$ cat config.mk
export PLATFORM = sky130hd
export DESIGN_NAME = controller
export DESIGN_NICKNAME = d
export VERILOG_FILES = /design/src/rtl/controller.sv
export SDC_FILE = /design/constraint.sdc
export NUM_CORES = 1
export LEC_CHECK = 0
export CAP_MARGIN = 10
export CORE_MARGIN = 1.5
export CORE_UTILIZATION = 50
export DETAILED_ROUTE_END_ITERATION = 8
export PLACE_DENSITY = 0.79
export SLEW_MARGIN = 15
export SYNTH_ARGS = -nofsm -noshare
export SYNTH_HDL_FRONTEND = slang
export SYNTH_SLANG_ARGS = --single-unit
export TNS_END_PERCENT = 100
$ cat constraint.sdc
create_clock -name clk -period 2.7 [get_ports clk]
set_input_delay 0.54 -clock clk [delete_from_list [all_inputs] [get_ports clk]]
set_output_delay 0.54 -clock clk [all_outputs]
set_load 0.005 [all_outputs]
$ cat src/rtl/controller.sv
// rtl/controller.sv - Multi-cycle instruction controller: fetch, decode and per-opcode datapath control
//
// Ports:
//   clk, rst               single rising-edge clock, synchronous active-high reset
//   start                  leaves INIT and begins fetching (ignored elsewhere)
//   I_addr, I_rd, I_data   instruction memory: address/read strobe out, word in (same cycle)
//   D_addr, D_rd, D_wr     data memory address and strobes
//   RF_W_data              constant for write-back (LOADC)
//   RF_W_addr, RF_W_wr     register-file write port
//   RF_Rp_addr, RF_Rp_rd   register-file read port P
//   RF_Rq_addr, RF_Rq_rd   register-file read port Q
//   RF_s1, RF_s0           write-back select: 00 ALU, 01 data memory, 10 constant
//   alu_s1, alu_s0         ALU op: 00 pass A, 01 A+B, 10 A-B
//   RF_Rp_zero             Rp read data equals zero
//   halted                 high while in HALT
module controller #(
    parameter int PC_W = 8
) (
    input  logic            clk,
    input  logic            rst,
    input  logic            start,
    output logic [PC_W-1:0] I_addr,
    output logic            I_rd,
    input  logic [15:0]     I_data,
    output logic [7:0]      D_addr,
    output logic            D_rd,
    output logic            D_wr,
    output logic [7:0]      RF_W_data,
    output logic [3:0]      RF_W_addr,
    output logic            RF_W_wr,
    output logic [3:0]      RF_Rp_addr,
    output logic            RF_Rp_rd,
    output logic [3:0]      RF_Rq_addr,
    output logic            RF_Rq_rd,
    output logic            RF_s1,
    output logic            RF_s0,
    output logic            alu_s1,
    output logic            alu_s0,
    input  logic            RF_Rp_zero,
    output logic            halted
);

    typedef enum logic [3:0] {
        S_INIT,
        S_FETCH,
        S_DECODE,
        S_LOAD,
        S_STORE,
        S_ADD,
        S_SUB,
        S_LOADC,
        S_JMPZ,
        S_JMPZ_TAKE,
        S_HALT
    } state_t;

    localparam logic [PC_W-1:0] PC_ONE = {{(PC_W-1){1'b0}}, 1'b1};

    state_t          state_q, state_d;
    logic [PC_W-1:0] pc_q, pc_d;
    logic [15:0]     ir_q, ir_d;

    logic [PC_W-1:0] i_addr_q, i_addr_d;
    logic            i_rd_q, i_rd_d;
    logic [7:0]      d_addr_q, d_addr_d;
    logic            d_rd_q, d_rd_d;
    logic            d_wr_q, d_wr_d;
    logic [7:0]      w_data_q, w_data_d;
    logic [3:0]      w_addr_q, w_addr_d;
    logic            w_wr_q, w_wr_d;
    logic [3:0]      rp_addr_q, rp_addr_d;
    logic            rp_rd_q, rp_rd_d;
    logic [3:0]      rq_addr_q, rq_addr_d;
    logic            rq_rd_q, rq_rd_d;
    logic [1:0]      rf_s_q, rf_s_d;
    logic [1:0]      alu_s_q, alu_s_d;
    logic            halted_q, halted_d;

    logic [3:0]      op_q;
    logic [PC_W-1:0] d_sext;

    assign op_q   = ir_q[15:12];
    // Jump offset is sign-extended to the PC width; wrap-around is intentional.
    assign d_sext = PC_W'($signed(ir_q[7:0]));

    // Next-state and next-PC/IR.
    always_comb begin
        state_d = state_q;
        pc_d    = pc_q;
        ir_d    = ir_q;
        case (state_q)
            S_INIT: begin
                if (start) state_d = S_FETCH;
            end
            S_FETCH: begin
                ir_d    = I_data;
                pc_d    = pc_q + PC_ONE;
                state_d = S_DECODE;
            end
            S_DECODE: begin
                case (op_q)
                    4'b0000: state_d = S_LOAD;
                    4'b0001: state_d = S_STORE;
                    4'b0010: state_d = S_ADD;
                    4'b0011: state_d = S_LOADC;
                    4'b0100: state_d = S_SUB;
                    4'b0101: state_d = S_JMPZ;
                    4'b1111: state_d = S_HALT;
                    default: state_d = S_FETCH;
                endcase
            end
            S_JMPZ: begin
                state_d = RF_Rp_zero ? S_JMPZ_TAKE : S_FETCH;
            end
            S_JMPZ_TAKE: begin
                // PC already points past the jump, so subtract one to make
                // the target relative to the jump's own address.
                pc_d    = pc_q + d_sext - PC_ONE;
                state_d = S_FETCH;
            end
            S_HALT: begin
                state_d = S_HALT;
            end
            default: begin
                state_d = S_FETCH;
            end
        endcase
    end

    // Outputs are registered: they are decoded from the state being entered
    // so that each state's strobes are valid for exactly that state's cycle.
    always_comb begin
        i_addr_d  = '0;
        i_rd_d    = 1'b0;
        d_addr_d  = '0;
        d_rd_d    = 1'b0;
        d_wr_d    = 1'b0;
        w_data_d  = '0;
        w_addr_d  = '0;
        w_wr_d    = 1'b0;
        rp_addr_d = '0;
        rp_rd_d   = 1'b0;
        rq_addr_d = '0;
        rq_rd_d   = 1'b0;
        rf_s_d    = 2'b00;
        alu_s_d   = 2'b00;
        halted_d  = 1'b0;
        case (state_d)
            S_FETCH: begin
                i_addr_d = pc_d;
                i_rd_d   = 1'b1;
            end
            S_LOAD: begin
                d_addr_d = ir_d[7:0];
                d_rd_d   = 1'b1;
                w_addr_d = ir_d[11:8];
                w_wr_d   = 1'b1;
                rf_s_d   = 2'b01;
            end
            S_STORE: begin
                d_addr_d  = ir_d[7:0];
                d_wr_d    = 1'b1;
                rp_addr_d = ir_d[11:8];
                rp_rd_d   = 1'b1;
            end
            S_ADD, S_SUB: begin
                rp_addr_d = ir_d[7:4];
                rp_rd_d   = 1'b1;
                rq_addr_d = ir_d[3:0];
                rq_rd_d   = 1'b1;
                w_addr_d  = ir_d[11:8];
                w_wr_d    = 1'b1;
                rf_s_d    = 2'b00;
                alu_s_d   = (state_d == S_ADD) ? 2'b01 : 2'b10;
            end
            S_LOADC: begin
                w_data_d = ir_d[7:0];
                w_addr_d = ir_d[11:8];
                w_wr_d   = 1'b1;
                rf_s_d   = 2'b10;
            end
            S_JMPZ: begin
                rp_addr_d = ir_d[11:8];
                rp_rd_d   = 1'b1;
            end
            S_HALT: begin
                halted_d = 1'b1;
            end
            default: begin
            end
        endcase
    end

    always_ff @(posedge clk) begin
        if (rst) begin
            state_q   <= S_INIT;
            pc_q      <= '0;
            ir_q      <= '0;
            i_addr_q  <= '0;
            i_rd_q    <= 1'b0;
            d_addr_q  <= '0;
            d_rd_q    <= 1'b0;
            d_wr_q    <= 1'b0;
            w_data_q  <= '0;
            w_addr_q  <= '0;
            w_wr_q    <= 1'b0;
            rp_addr_q <= '0;
            rp_rd_q   <= 1'b0;
            rq_addr_q <= '0;
            rq_rd_q   <= 1'b0;
            rf_s_q    <= 2'b00;
            alu_s_q   <= 2'b00;
            halted_q  <= 1'b0;
        end else begin
            state_q   <= state_d;
            pc_q      <= pc_d;
            ir_q      <= ir_d;
            i_addr_q  <= i_addr_d;
            i_rd_q    <= i_rd_d;
            d_addr_q  <= d_addr_d;
            d_rd_q    <= d_rd_d;
            d_wr_q    <= d_wr_d;
            w_data_q  <= w_data_d;
            w_addr_q  <= w_addr_d;
            w_wr_q    <= w_wr_d;
            rp_addr_q <= rp_addr_d;
            rp_rd_q   <= rp_rd_d;
            rq_addr_q <= rq_addr_d;
            rq_rd_q   <= rq_rd_d;
            rf_s_q    <= rf_s_d;
            alu_s_q   <= alu_s_d;
            halted_q  <= halted_d;
        end
    end

    assign I_addr     = i_addr_q;
    assign I_rd       = i_rd_q;
    assign D_addr     = d_addr_q;
    assign D_rd       = d_rd_q;
    assign D_wr       = d_wr_q;
    assign RF_W_data  = w_data_q;
    assign RF_W_addr  = w_addr_q;
    assign RF_W_wr    = w_wr_q;
    assign RF_Rp_addr = rp_addr_q;
    assign RF_Rp_rd   = rp_rd_q;
    assign RF_Rq_addr = rq_addr_q;
    assign RF_Rq_rd   = rq_rd_q;
    assign RF_s1      = rf_s_q[1];
    assign RF_s0      = rf_s_q[0];
    assign alu_s1     = alu_s_q[1];
    assign alu_s0     = alu_s_q[0];
    assign halted     = halted_q;

endmodule

; ---- Yosys cells after proc, flatten, opt, wreduce, memory -nomap -nowiden
; Cells that the tools add are included.
[word_totals]
in_bits = 20
latch_bits = 0
ramBits = 0
regBits = 75
mem_count = 0
mem_bits_ro = 0
out_inout_bits = 47
[op_classes]
addsub = 3
n_mul = 0
n_reduce_logical = 12
mux = 16
n_eq_ne = 19
bitwise_logic = 5
shift = 0
magnitude_cmp = 0
n_div = 0
[ops]
columns = operator, n
row1 = 4-bit one-hot mux with 7 select lines, 1
row2 = "4-bit by 3-bit equality test with 1-bit output, second input constant", 6
row3 = "4-bit equality test, second input constant", 6
row4 = 4-bit one-hot mux with 5 select lines, 1
row5 = "4-bit by 2-bit equality test with 1-bit output, second input constant", 4
row6 = 8-bit one-hot mux with 2 select lines, 1
row7 = 2-bit OR reduction, 8
row8 = "4-bit by 1-bit equality test with 1-bit output, second input constant", 3
row9 = 12-bit two-way mux, 1
row10 = "8-bit by 1-bit adder with 8-bit output, second input constant", 1
row11 = 8-bit adder, 1
row12 = 4-bit zero test, 2
row13 = 4-bit two-way mux, 2
row14 = 4-bit one-hot mux with 2 select lines, 1
row15 = 4-bit OR reduction, 2
row16 = "8-bit by 1-bit subtractor with 8-bit output, second input constant", 1
row17 = 1-bit two-way mux, 7
row18 = 1-bit inverter, 5
row19 = 2-bit one-hot mux with 2 select lines, 1
row20 = 2-bit two-way mux, 1

; ---- Logic depth before layout (Yosys ltp)
; Gate-level depths: netlist of the first run.
[logic_depth]
depth_word = 7
depth_mapped = 11
ltp_nobuf = 11

; ---- Least setup slack after synthesis of the first run
; No wires, ideal clock.
[synth_timing]
kind = flip-flop to flip-flop
from = reg pc_q[1]
to = reg i_addr_q[7], in the netlist I_addr[7]
path_slack_ns = 0.236
stages_incl_launch_ff = 12
n_path_buf = 0
arrival_ns = 2.349
path_cell_list = dfxtp_1 > inv_1 > ha_1 > inv_1 > ha_1 > fa_1 > a21o_1 > a22oi_1 > mux2_2 > a21oi_1 > xnor2_1 > and2_1
[synth_between]
elab_chain_len = 3
[synth_rtl]
columns = item, line
row1 = "start, declared", 60  ; logic [PC_W-1:0] pc_q, pc_d;
row2 = "start signal, assigned", 216  ; pc_q <= pc_d;
row3 = 8-bit adder, 118  ; pc_d = pc_q + d_sext - PC_ONE;
row4 = 8-bit by 1-bit subtractor with 8-bit output, 118
row5 = 8-bit one-hot mux with 2 select lines *, 91  ; case (state_q)
row6 = "end signal, assigned", 218  ; i_addr_q <= i_addr_d;
row7 = "end, declared", 63  ; logic [PC_W-1:0] i_addr_q, i_addr_d;
; Every way passes the cells marked *; elsewhere a longest branch is shown, timed or not.
; A chain may end at the register's enable or synchronous reset.

; ---- Worst setup path after layout of the first run
; Same ends and word-level chain as after synthesis.

==> impl_table.tex, run 1 <==
\begin{tabular}{lr}
\hline
Metric & Value \\
\hline
\multicolumn{2}{l}{\textbf{Status}} \\
\quad Result of the run & finished, final reports clean \\
\multicolumn{2}{l}{\textbf{Cells and area}} \\
\quad Post-layout nets & 440 \\
\quad Antenna diodes & 0 \\
\quad Fraction of layout cells with a size suffix above 1 & 0.08537 \\
\quad Layout-stage area growth over the synthesis result & 30.26\% \\
\quad Final instance count without filler cells & a little under 500 \\
\quad Commonest cells after routing, fill and taps aside & 74 x sky130\_fd\_sc\_hd\_\_dfxtp\_1, 66 x sky130\_fd\_sc\_hd\_\_clkdlybuf4s50\_1, 53 x sky130\_fd\_sc\_hd\_\_nor2\_1 \\
\quad Commonest non-fill, non-tap cell in the layout & sky130\_fd\_sc\_hd\_\_dfxtp\_1 \\
\quad Post-layout utilization of the core & 0.6741 \\
\quad Summed area of non-filler cells in the final layout & 3991 µm² \\
\multicolumn{2}{l}{\textbf{STA}} \\
\quad Setup repair after global routing missed its margin & no \\
\quad Achievable Freq & approximately 400 MHz \\
\quad Hold Violations, Final & 0 \\
\quad Number of failing setup endpoints in the final timing report & 0 \\
\quad Worst hold slack after final layout & 570.3 ps \\
\quad Min Clock Period, post-route & 2508 ps \\
\quad Final cycle utilization of the critical path & 0.9287 \\
\quad Final WS setup & $\sim$190 ps \\
\quad Measured slew at the worst slew-check pin & 971.9 ps \\
\quad Final max-slew violation count & 0 \\
\quad Post-route setup TNS & 0 ps \\
\quad Worst clock skew on the final layout & 12.74 ps \\
\quad Normalized max-slew margin & 0.3492 \\
\multicolumn{2}{l}{\textbf{Detailed routing}} \\
\quad Number of detailed-routing iterations run before antenna repair & 4 \\
\quad Routed via count & roughly 2,500 \\
\quad First DRT Iteration DRCs & $\sim$110 \\
\quad DRC Markers & 0 \\
\quad Number of nets still failing antenna checks after routing & 0 \\
\quad Wire length after detailed routing & between 6 and 7 mm \\
\quad Drt via density & 5.155 \\
\quad Routed wirelength normalized by instance count & 14.29 µm \\
\multicolumn{2}{l}{\textbf{Die}} \\
\quad Initial core utilization & 0.5175 \\
\quad Area of the die & 6607 µm² \\
\quad Floorplan Core Area & 5921 µm² \\
\quad Die Y & between 80 and 90 µm \\
\quad Width of the die & around 81 µm \\
\quad Row count & 28 \\
\quad Top-Level Pins & 67 \\
\multicolumn{2}{l}{\textbf{Synth}} \\
\quad Flip-flop and latch count after synthesis & 75 \\
\quad Number of synthesized flops with an enable pin & 0 \\
\quad Post-Synthesis Cells & 340 \\
\quad Synthesized net count & 375 \\
\quad Share of the yosys chip area belonging to registers & 0.4900 \\
\quad Count of synthesis-stage warnings from yosys & 0 \\
\quad Distinct cell type count after synthesis & 53 \\
\quad Mean cell area of the mapped netlist & 9.012 µm² \\
\quad Commonest register cell after synthesis & sky130\_fd\_sc\_hd\_\_dfxtp\_1 \\
\quad Fraction of registers with async set or reset after synthesis & 0 \\
\quad Mapped Area & 3064 µm² \\
\multicolumn{2}{l}{\textbf{Worst hold path}} \\
\quad Worst hold path class & flop to flop \\
\quad Hold Path Stages & 3 \\
\quad Hold wc startpoint & ir\_q[11] \\
\quad End point of the most critical hold path & ir\_q[11] \\
\multicolumn{2}{l}{\textbf{Setup path}} \\
\quad End of the worst register-to-register path & I\_addr[7] \\
\quad Setup CP Type & flop to flop \\
\quad CP Capture Type & flop \\
\quad Slack of the worst reg-to-reg path & 190 ps \\
\quad Worst reg2reg startpoint & pc\_q[1] \\
\quad Required time at the worst-slack endpoint & 2940 ps \\
\quad Setup crit start kind & flop \\
\quad Highest net fanout along the worst path & 5 \\
\quad Arrival time worst endpoint & 2750 ps \\
\quad R2R cell count & 11 \\
\multicolumn{2}{l}{\textbf{Power}} \\
\quad Pleak & 1.619 nW \\
\quad Power per cell area & 636.3 nW/µm² \\
\quad Power after layout & 2.540 mW \\
\quad Highest ir drop seen on vdd & 0.4156 mV \\
\multicolumn{2}{l}{\textbf{Clock tree}} \\
\quad Max Buffers Root-to-Sink & 2 \\
\quad \# H-tree levels & 3 \\
\quad Buffers inserted during post-CTS setup optimization & 0 \\
\quad Insertion delay to the later sink of the worst-skew pair & 350 ps \\
\quad Clock slew at the register clock pins of the worst setup and hold paths & 80 ps \\
\quad CTS root buf & sky130\_fd\_sc\_hd\_\_clkbuf\_8 \\
\quad Number of CTS-inserted buffers & 9 \\
\quad Clock Sinks & 75 \\
\quad CTS hold repair buffers & 0 \\
\quad TritonCTS clock tree & yes \\
\quad Post-cts gate resize count & 0 \\
\multicolumn{2}{l}{\textbf{Placed design}} \\
\quad Number of cells after detailed placement & 469 \\
\quad Dpl hpwl & 5.026 mm \\
\quad Area after DPL & 3790 µm² \\
\quad Number of buffers inserted by port buffering & 66 \\
\quad Pre-CTS WS & 111.6 ps \\
\quad Final weighted congestion in routability-driven placement & 0.8399 \\
\multicolumn{2}{l}{\textbf{Global routing}} \\
\quad Global Route Usage Sum & 0.2329 \\
\quad Pin count of the biggest net entering global routing & 30 \\
\quad Residual overflow from global routing & 0 \\
\quad Antenna violations before repair & 0 \\
\quad Via count of the first global-routing pass & 2,472 \\
\quad First-pass GRT wire length & 11.56 mm \\
\multicolumn{2}{l}{\textbf{Flow run}} \\
\quad Max capacitance violation total & 0 \\
\hline
\end{tabular}
==> kinds of logic after synthesis <==
| kind of cell | count (synthesis) | synth area share |
|---|---|---|
| flops | 75 | 0.4900 |
| xor+xnor | 8 | 0.02532 |
| buf+inv | 55 | 0.07064 |
| mux | 13 | 0.04328 |
| simple gates | 117 | 0.1780 |
| fa+ha+maj | 16 | 0.06697 |
| compound gates | 56 | 0.1258 |
==> layout make-up <==
class | instances | area [µm²]
clock inverters | 7 | 73.82
flip-flops and latches | 75 | 1503
inverters | 36 | 135.1
well taps | 75 | 93.84
repair buffers | 73 | 713.2
multi-input cells | 210 | 1349
clock buffers | 9 | 123.9
fillers | 475 | 1929
==> cells in the mapped netlist, drive strengths merged (3+ instances only) <==
cell type | instances | area (µm²)
and3 | 4 | 25.02
ha | 14 | 175.2
a21oi | 15 | 78.83
nor3 | 10 | 50.05
nand3 | 3 | 15.01
a21o | 8 | 60.06
mux2i | 11 | 110.1
a22oi | 3 | 22.52
or3 | 4 | 25.02
nor2b | 4 | 25.02
and2 | 6 | 37.54
or2 | 3 | 18.77
o21ai | 11 | 55.05
clkbuf | 11 | 42.54
inv | 36 | 135.1
nand2 | 20 | 75.07
dfxtp | 75 | 1501
nor2 | 53 | 198.9
o32ai | 4 | 35.03
xnor2 | 8 | 77.58
buf | 8 | 38.78
==> routing by layer <==
metal	wire, µm	global-route usage
met5	0	0
met4	44	0.05345
met3	642	0.08764
met2	3219	0.3727
met1	3024	0.2971
==> flip-flops by register name, summed over array words and instances (netlist names), 4 cells and up <==
name,count
RF_Rp_addr,4
RF_W_data,8
RF_Rq_addr,4
D_addr,8
state_q,4
pc_q,8
RF_W_addr,4
I_addr,8
ir_q,16
==> power by group <==
group,internal [mW],switching [mW],leakage (nW),total [mW]
registers,1.15,0.0373,0.607,1.19
logic,0.224,0.272,0.911,0.496
clock network,0.433,0.424,0.100,0.857
==> worst max-delay path, cell delays in order (launching register included) <==
cell                      delay, ps
sky130_fd_sc_hd__dfxtp_2        360
sky130_fd_sc_hd__inv_1           50
sky130_fd_sc_hd__ha_1           260
sky130_fd_sc_hd__inv_1           40
sky130_fd_sc_hd__ha_1           210
sky130_fd_sc_hd__fa_2           350
sky130_fd_sc_hd__a21o_1         180
sky130_fd_sc_hd__a22oi_1        170
sky130_fd_sc_hd__mux2_2         350
sky130_fd_sc_hd__a21oi_1        190
sky130_fd_sc_hd__xnor2_1         90
sky130_fd_sc_hd__and2_1         150
==> how the worst max path moves through the flow <==
stage	start	to	slack, ps	cells after the start
after floorplan	pc_q[1]	I_addr[7]	240	11
after global placement	pc_q[1]	I_addr[7]	140	11
after detailed placement	pc_q[1]	pc_q[7]	110	11
after CTS	pc_q[1]	I_addr[7]	90	11
after global routing	pc_q[1]	pc_q[7]	30	11
final	pc_q[1]	I_addr[7]	190	11
Power figures use the tool's default switching activity.
==> run 2: changes to the inputs <==
--- a/config.mk
+++ b/config.mk
@@ -7,9 +7,9 @@
 export LEC_CHECK = 0
 export CAP_MARGIN = 10
 export CORE_MARGIN = 1.5
-export CORE_UTILIZATION = 50
+export CORE_UTILIZATION = 24
 export DETAILED_ROUTE_END_ITERATION = 8
-export PLACE_DENSITY = 0.79
+export REMOVE_ABC_BUFFERS = 1
 export SLEW_MARGIN = 15
 export SYNTH_ARGS = -nofsm -noshare
 export SYNTH_HDL_FRONTEND = slang
==> run 2 against run 1 <==
Sequential power is essentially flat; final area grew 5.1%; critical path depth is the same; routed wire length grew 6.1%; clock skew shrank 6.6 ps; worst hold slack lost 3.9 ps; clock power grew 32%; global-route usage shrank 12 points; setup slack lost 10 ps.
==> impl_table.tex, run 2 (synthesis gave the netlist of run 1 again) <==
\begin{tabular}{lr}
\hline
Metric & Value \\
\hline
\multicolumn{2}{l}{\textbf{Status}} \\
\quad Result of the run & finished, final reports clean \\
\multicolumn{2}{l}{\textbf{Power}} \\
\quad Clk network pwr share & 0.404 (+0.067) \\
\quad Fraction of power consumed by sequential logic & 0.423 (-0.044) \\
\quad Power per cell area & 669.5 nW/µm² (+5.2\%) \\
\quad Highest ir drop seen on vdd & 0.3276 mV (-21\%) \\
\quad Switching share of power & 0.2615 (-0.02723) \\
\quad Internal portion of total power & 2.075 mW (+15\%) \\
\quad Pleak & 1.657 nW (+2.3\%) \\
\quad Logic gate share of total power & 0.173 (-0.022) \\
\quad Switching Power & 734.7 µW (+0.19\%) \\
\quad Power after layout & 2.809 mW (+11\%) \\
\multicolumn{2}{l}{\textbf{STA}} \\
\quad Measured slew at the worst slew-check pin & 775.0 ps (-197.0 ps) \\
\quad Setup repair after global routing missed its margin & no \\
\quad Number of failing setup endpoints in the final timing report & 0 (unchanged) \\
\quad Achievable Freq & 397.2 MHz (-0.40\%) \\
\quad Worst clock skew on the final layout & 6.094 ps (-6.647 ps) \\
\quad Normalized max-slew margin & 0.4811 (+0.1319) \\
\quad Min Clock Period, post-route & 2518 ps (+10.14 ps) \\
\quad Hold Violations, Final & 0 (unchanged) \\
\quad Final cycle utilization of the critical path & 0.9325 (+0.003757) \\
\quad Final max-slew violation count & 0 (unchanged) \\
\quad Final WS setup & 182.3 ps (-10.14 ps) \\
\quad Post-route setup TNS & 0 ps (unchanged) \\
\quad Worst hold slack after final layout & 566.4 ps (-3.930 ps) \\
\multicolumn{2}{l}{\textbf{Global routing}} \\
\quad Global Route Usage Sum & 0.1123 (-0.1207) \\
\quad Pin count of the biggest net entering global routing & 33 (+10\%) \\
\quad Residual overflow from global routing & 0 (unchanged) \\
\quad Antenna violations before repair & 0 (unchanged) \\
\quad First-pass GRT wire length & 11.43 mm (-1.1\%) \\
\quad Via count of the first global-routing pass & 2,327 (-5.9\%) \\
\multicolumn{2}{l}{\textbf{Setup path}} \\
\quad Logic depth of the worst setup path including buffers & 11 (unchanged) \\
\quad Setup crit start kind & flop \\
\quad Setup CP Type & flop to flop \\
\quad Stage delay of the slowest cell on the critical path & 360 ps (about the same) \\
\quad Kind of cell with the highest combined delay on the critical path & adder cells \\
\quad Required time at the worst-slack endpoint & 2960 ps (+20 ps) \\
\quad Crit path buf inv count & 2 (unchanged) \\
\quad Worst reg2reg startpoint & pc\_q[1] \\
\quad End of the worst register-to-register path & pc\_q[7] \\
\quad Highest net fanout along the worst path & 5 (unchanged) \\
\quad Critical-path top delay cell & sky130\_fd\_sc\_hd\_\_fa\_2 \\
\quad R2R cell count & 11 (unchanged) \\
\quad List of cells traversed by the critical path & inv\_1 > ha\_1 > inv\_1 > ha\_1 > fa\_2 > a21o\_1 > a22oi\_1 > mux2\_2 > a21oi\_1 > xnor2\_1 > nor2b\_1 \\
\quad Arrival time worst endpoint & 2780 ps (+30 ps) \\
\quad CP Capture Type & flop \\
\quad Slack of the worst reg-to-reg path & 180 ps (about the same) \\
\multicolumn{2}{l}{\textbf{Clock tree}} \\
\quad Buffers inserted during post-CTS setup optimization & 0 (unchanged) \\
\quad Max Buffers Root-to-Sink & 2 (unchanged) \\
\quad Number of CTS-inserted buffers & 9 (unchanged) \\
\quad Clock Sinks & 75 (unchanged) \\
\quad \# H-tree levels & 3 (unchanged) \\
\quad CTS hold repair buffers & 0 (unchanged) \\
\quad TritonCTS clock tree & yes \\
\quad Insertion delay to the later sink of the worst-skew pair & 330 ps (-20 ps) \\
\quad Clock slew at the register clock pins of the worst setup and hold paths & 60 ps (-20 ps) \\
\quad CTS root buf & sky130\_fd\_sc\_hd\_\_clkbuf\_16 \\
\multicolumn{2}{l}{\textbf{Placed design}} \\
\quad Area after DPL & 3911 µm² (+3.2\%) \\
\quad Number of buffers inserted by port buffering & 66 (unchanged) \\
\quad Dpl hpwl & 5.514 mm (+9.7\%) \\
\quad Number of cells after detailed placement & 566 (+21\%) \\
\quad Final weighted congestion in routability-driven placement & 0.8475 (+0.90\%) \\
\quad Pre-CTS WS & 84.66 ps (-26.95 ps) \\
\multicolumn{2}{l}{\textbf{Cells and area}} \\
\quad Layout-stage area growth over the synthesis result & 36.95\% \\
\quad Fraction of layout cells with a size suffix above 1 & 0.08088 (-0.004484) \\
\quad Summed area of non-filler cells in the final layout & 4197 µm² (+5.1\%) \\
\quad Number of filler instances in the final layout & 1,318 (+180\%) \\
\quad Post-layout utilization of the core & 0.3353 (-0.3389) \\
\quad Commonest non-fill, non-tap cell in the layout & sky130\_fd\_sc\_hd\_\_dfxtp\_1 \\
\quad Antenna diodes & 0 (unchanged) \\
\quad Final instance count without filler cells & 580 (+20\%) \\
\quad Post-layout nets & 440 (unchanged) \\
\quad Commonest cells after routing, fill and taps aside & 74 x sky130\_fd\_sc\_hd\_\_dfxtp\_1, 66 x sky130\_fd\_sc\_hd\_\_clkdlybuf4s50\_1, 53 x sky130\_fd\_sc\_hd\_\_nor2\_1 \\
\quad Register ranked first by flip-flop count & ir\_q \\
\quad Max reg flops & 16 (unchanged) \\
\multicolumn{2}{l}{\textbf{Die}} \\
\quad Area of the die & 13,450 µm² (+100\%) \\
\quad Top-Level Pins & 67 (unchanged) \\
\quad Width of the die & 116.0 µm (+43\%) \\
\quad Initial core utilization & 0.2448 (-0.2727) \\
\quad Floorplan Core Area & 12,520 µm² (+110\%) \\
\quad Row count & 41 (+46\%) \\
\quad Die Y & 116.0 µm (+43\%) \\
\multicolumn{2}{l}{\textbf{Detailed routing}} \\
\quad Number of nets still failing antenna checks after routing & 0 (unchanged) \\
\quad First DRT Iteration DRCs & 128 (+20\%) \\
\quad Highest layer used for signal routing & met4 \\
\quad Routed via count & 2,494 (-0.24\%) \\
\quad Number of detailed-routing iterations run before antenna repair & 4 (unchanged) \\
\quad DRC Markers & 0 (unchanged) \\
\quad Routed metal-1 wire length & 3.344 mm (+11\%) \\
\quad Routed wire length on met3 & 477 µm (-26\%) \\
\quad Drt via density & 4.300 (-17\%) \\
\quad Routed wl met2 & 3.497 mm (+8.6\%) \\
\quad Wire length after detailed routing & 7.356 mm (+6.1\%) \\
\quad Routed wirelength normalized by instance count & 12.68 µm (-11\%) \\
\multicolumn{2}{l}{\textbf{Flow run}} \\
\quad Max capacitance violation total & 0 (unchanged) \\
\multicolumn{2}{l}{\textbf{Worst hold path}} \\
\quad Hold Path Stages & 3 (unchanged) \\
\quad Hold wc startpoint & ir\_q[9] \\
\quad End point of the most critical hold path & ir\_q[9] \\
\quad Worst hold path class & flop to flop \\
\hline
\end{tabular}
-- run 2: changes by cell type in the layout (fill, tap and decap cells not counted), sizes merged --
cell,previous run,this run
inv,39,36
clkinv,2,3
-- run 2: worst max path at each step --
stage,from,end
final,pc_q[1],pc_q[7]
after global placement,pc_q[1],I_addr[7]
after CTS,pc_q[1],pc_q[7]
after global routing,pc_q[1],pc_q[7]
after detailed placement,pc_q[1],pc_q[7]
after floorplan,pc_q[1],I_addr[7]
-- run 2: power groups by stage --
stage | clock [mW] | sequential [mW] | combinational (mW)
floorplan | 0 | 1.20 | 0.324
global placement | 0 | 1.21 | 0.487
detailed placement | 0 | 1.21 | 0.488
CTS | 1.17 | 1.19 | 0.491
global route | 1.21 | 1.19 | 0.549
finish | 1.13 | 1.19 | 0.486
-- run 2: per-layer routing --
metal | global-route usage | vias to the layer above
li1 | - | 1257
met1 | 0.1384 | 1158
met2 | 0.1867 | 73
met3 | 0.04132 | 6
met4 | 0.02683 | 0
met5 | 0 | -
-- run 2: timing repair --
| action | in CTS | in global routing |
|---|---|---|
| gates resized for setup | 0 | 2 |
| endpoints found under the hold margin | 0 | 0 |
| endpoints found under the setup margin | 0 | 2 |
-- run 2: area by class of cell --
cell class | count | area (µm²) | share of cell area
Sequential cell | 75 | 1503 | 0.3581
Multi-Input combinational cell | 210 | 1349 | 0.3214
Timing Repair Buffer | 73 | 713.2 | 0.1699
Clock buffer | 9 | 225.2 | 0.05367
Tap cell | 172 | 215.2 | 0.05128
Inverter | 36 | 135.1 | 0.03220
Clock inverter | 5 | 56.30 | 0.01342
-- run 2: worst register-to-register path, stage by stage (launching register included) --
cell,delay (ps)
sky130_fd_sc_hd__dfxtp_2,350
sky130_fd_sc_hd__inv_1,50
sky130_fd_sc_hd__ha_1,260
sky130_fd_sc_hd__inv_1,40
sky130_fd_sc_hd__ha_1,220
sky130_fd_sc_hd__fa_2,360
sky130_fd_sc_hd__a21o_1,180
sky130_fd_sc_hd__a22oi_1,180
sky130_fd_sc_hd__mux2_2,350
sky130_fd_sc_hd__a21oi_1,180
sky130_fd_sc_hd__xnor2_1,150
sky130_fd_sc_hd__nor2b_1,140
==> run 3: changes to the inputs <==
--- a/config.mk
+++ b/config.mk
@@ -7,8 +7,9 @@
 export LEC_CHECK = 0
 export CAP_MARGIN = 10
 export CORE_MARGIN = 1.5
-export CORE_UTILIZATION = 24
+export CORE_UTILIZATION = 50
 export DETAILED_ROUTE_END_ITERATION = 8
+export PLACE_DENSITY = 0.79
 export REMOVE_ABC_BUFFERS = 1
 export SLEW_MARGIN = 15
 export SYNTH_ARGS = -nofsm -noshare
==> run 3 against run 2 <==
Setup slack worse by 38 ps; clock power shrank 22%; non-clock buffer count did not move; die area down 51%; register-to-register slack got worse by 40 ps; power fell by 8.8%; worst hold slack barely moved; fmax is 1.5% lower; flip-flop and latch count unchanged; cell count decreased by 16%; combinational power is 2% higher; global-route usage up 11 points; critical endpoint unchanged; largest power group unchanged.
==> impl_table.tex, run 3 (synthesis gave the netlist of run 1 again) <==
\begin{tabular}{lr}
\hline
Metric & Value \\
\hline
\multicolumn{2}{l}{\textbf{Clock tree}} \\
\quad Insertion delay to the later sink of the worst-skew pair & 360 ps (+30 ps) \\
\quad Number of CTS-inserted buffers & 9 (unchanged) \\
\quad Clock Sinks & 75 (unchanged) \\
\quad CTS hold repair buffers & 0 (unchanged) \\
\quad \# H-tree levels & 3 (unchanged) \\
\quad Buffers inserted during post-CTS setup optimization & 0 (unchanged) \\
\quad Max Buffers Root-to-Sink & 2 (unchanged) \\
\quad Clock slew at the register clock pins of the worst setup and hold paths & 80 ps (+20 ps) \\
\quad TritonCTS clock tree & yes \\
\quad CTS root buf & sky130\_fd\_sc\_hd\_\_clkbuf\_8 \\
\multicolumn{2}{l}{\textbf{Cells and area}} \\
\quad Commonest cells after routing, fill and taps aside & 74 x sky130\_fd\_sc\_hd\_\_dfxtp\_1, 66 x sky130\_fd\_sc\_hd\_\_clkdlybuf4s50\_1, 53 x sky130\_fd\_sc\_hd\_\_nor2\_1 \\
\quad Post-layout nets & 440 (unchanged) \\
\quad Post-layout utilization of the core & 0.6758 (+0.3406) \\
\quad Layout-stage area growth over the synthesis result & 30.58\% \\
\quad Max reg flops & 16 (unchanged) \\
\quad Fraction of layout cells with a size suffix above 1 & 0.08780 (+0.006923) \\
\quad Register ranked first by flip-flop count & ir\_q \\
\quad Commonest non-fill, non-tap cell in the layout & sky130\_fd\_sc\_hd\_\_dfxtp\_1 \\
\quad Antenna diodes & 0 (unchanged) \\
\quad Final instance count without filler cells & 485 (-16\%) \\
\multicolumn{2}{l}{\textbf{Detailed routing}} \\
\quad Number of nets still failing antenna checks after routing & 0 (unchanged) \\
\quad Wire length after detailed routing & 6.898 mm (-6.2\%) \\
\quad DRC Markers & 0 (unchanged) \\
\quad Routed wirelength normalized by instance count & 14.22 µm (+12\%) \\
\quad Number of detailed-routing iterations run before antenna repair & 4 (unchanged) \\
\quad First DRT Iteration DRCs & 92 (-28\%) \\
\quad Drt via density & 5.204 (+21\%) \\
\quad Routed via count & 2,524 (+1.2\%) \\
\multicolumn{2}{l}{\textbf{Placed design}} \\
\quad Pre-CTS WS & 29.00 ps (-55.66 ps) \\
\quad Dpl hpwl & 4.948 mm (-10\%) \\
\quad Number of cells after detailed placement & 469 (-17\%) \\
\quad Number of buffers inserted by port buffering & 66 (unchanged) \\
\quad Final weighted congestion in routability-driven placement & 0.8600 (+1.5\%) \\
\multicolumn{2}{l}{\textbf{Die}} \\
\quad Row count & 28 (-32\%) \\
\quad Die Y & 81.29 µm (-30\%) \\
\quad Top-Level Pins & 67 (unchanged) \\
\quad Area of the die & 6607 µm² (-51\%) \\
\quad Floorplan Core Area & 5921 µm² (-53\%) \\
\quad Width of the die & 81.29 µm (-30\%) \\
\quad Initial core utilization & 0.5175 (+0.2727) \\
\multicolumn{2}{l}{\textbf{STA}} \\
\quad Final max-slew violation count & 0 (unchanged) \\
\quad Normalized max-slew margin & 0.4537 (-0.02734) \\
\quad Number of failing setup endpoints in the final timing report & 0 (unchanged) \\
\quad Measured slew at the worst slew-check pin & 815.8 ps (+40.84 ps) \\
\quad Min Clock Period, post-route & 2556 ps (+38.02 ps) \\
\quad Post-route setup TNS & 0 ps (unchanged) \\
\quad Final cycle utilization of the critical path & 0.9466 (+0.01408) \\
\quad Setup repair after global routing missed its margin & no \\
\quad Achievable Freq & 391.3 MHz (-1.5\%) \\
\quad Worst hold slack after final layout & 565.9 ps (-0.4960 ps) \\
\quad Final WS setup & 144.3 ps (-38.02 ps) \\
\quad Worst clock skew on the final layout & 7.293 ps (+1.199 ps) \\
\quad Hold Violations, Final & 0 (unchanged) \\
\multicolumn{2}{l}{\textbf{Setup path}} \\
\quad CP Capture Type & flop \\
\quad Highest net fanout along the worst path & 5 (unchanged) \\
\quad Setup CP Type & flop to flop \\
\quad Slack of the worst reg-to-reg path & 140 ps (-40 ps) \\
\quad Required time at the worst-slack endpoint & 2990 ps (+30 ps) \\
\quad Arrival time worst endpoint & 2850 ps (+70 ps) \\
\quad Setup crit start kind & flop \\
\multicolumn{2}{l}{\textbf{Global routing}} \\
\quad Antenna violations before repair & 0 (unchanged) \\
\quad First-pass GRT wire length & 10.98 mm (-4.0\%) \\
\quad Global Route Usage Sum & 0.2247 (+0.1124) \\
\quad Residual overflow from global routing & 0 (unchanged) \\
\quad Pin count of the biggest net entering global routing & 33 (unchanged) \\
\quad Via count of the first global-routing pass & 2,419 (+4.0\%) \\
\multicolumn{2}{l}{\textbf{Power}} \\
\quad Pleak & 1.620 nW (-2.2\%) \\
\quad Power per cell area & 640.2 nW/µm² (-4.4\%) \\
\quad Highest ir drop seen on vdd & 0.4001 mV (+22\%) \\
\multicolumn{2}{l}{\textbf{Flow run}} \\
\quad Max capacitance violation total & 0 (unchanged) \\
\multicolumn{2}{l}{\textbf{Worst hold path}} \\
\quad Worst hold path class & flop to flop \\
\multicolumn{2}{l}{\textbf{Status}} \\
\quad Result of the run & finished, final reports clean \\
\hline
\end{tabular}
run 3: cell types whose count changed in the layout (fill, tap and decap cells not counted), sizes merged:
cell,previous run,this run
clkbuf,9,11
clkinv,3,1
inv,36,38
run 3: layout make-up:
type,instances,area [µm²]
clock buffers,11,141.4
clock inverters,5,60.06
fillers,490,1919
inverters,36,135.1
multi-input cells,210,1355
flip-flops and latches,75,1503
well taps,75,93.84
repair buffers,73,713.2
run 3: path summary, 6_finish.rpt:
path	end	cells past startpoint	start
max	pc_q[7]	11	pc_q[1]
min	ir_q[12]	2	ir_q[12]
max reg2reg	pc_q[7]	11	pc_q[1]
min reg2reg	ir_q[12]	2	ir_q[12]
run 3: critical path: stages (launching register included):
cell and delay, ps:
sky130_fd_sc_hd__dfxtp_2 370, sky130_fd_sc_hd__inv_1 50, sky130_fd_sc_hd__ha_1 270, sky130_fd_sc_hd__inv_1 40, sky130_fd_sc_hd__ha_1 210, sky130_fd_sc_hd__fa_2 360, sky130_fd_sc_hd__a21o_1 180, sky130_fd_sc_hd__a22oi_1 180
sky130_fd_sc_hd__mux2_2 370, sky130_fd_sc_hd__a21oi_2 150, sky130_fd_sc_hd__xnor2_1 140, sky130_fd_sc_hd__nor2b_2 170
run 3: power by group:
| part | total, mW | internal [mW] | switching (mW) |
|---|---|---|---|
| combinational | 0.496 | 0.223 | 0.273 |
| sequential | 1.19 | 1.15 | 0.0367 |
| clock | 0.879 | 0.457 | 0.422 |
| total | 2.56 | 1.83 | 0.731 |
run 3: metal layers:
metal	vias to the layer above	routed length [µm]	global-route usage
met1	1184	3007	0.2617
met4	0	144	0.1121
met5	-	0	0
met3	14	228	0.04045
li1	1262	-	-
met2	64	3517	0.3926
run 3: per-stage QoR:
| stage | total power [mW] | instance area, µm² |
|---|---|---|
| 2_1_floorplan | 1.528 | 2983 |
| 6_report | 2.561 | 4001 |
| 4_1_cts | 2.566 | 3993 |
| 3_3_place_gp | 1.683 | 3790 |
| 3_5_place_dp | 1.696 | 3790 |
| 5_1_grt | 2.677 | 4001 |
run 3: what timing repair did:
item,CTS,global route
setup endpoints to repair,1,2
pin swaps,0,0
resized for setup,1,3
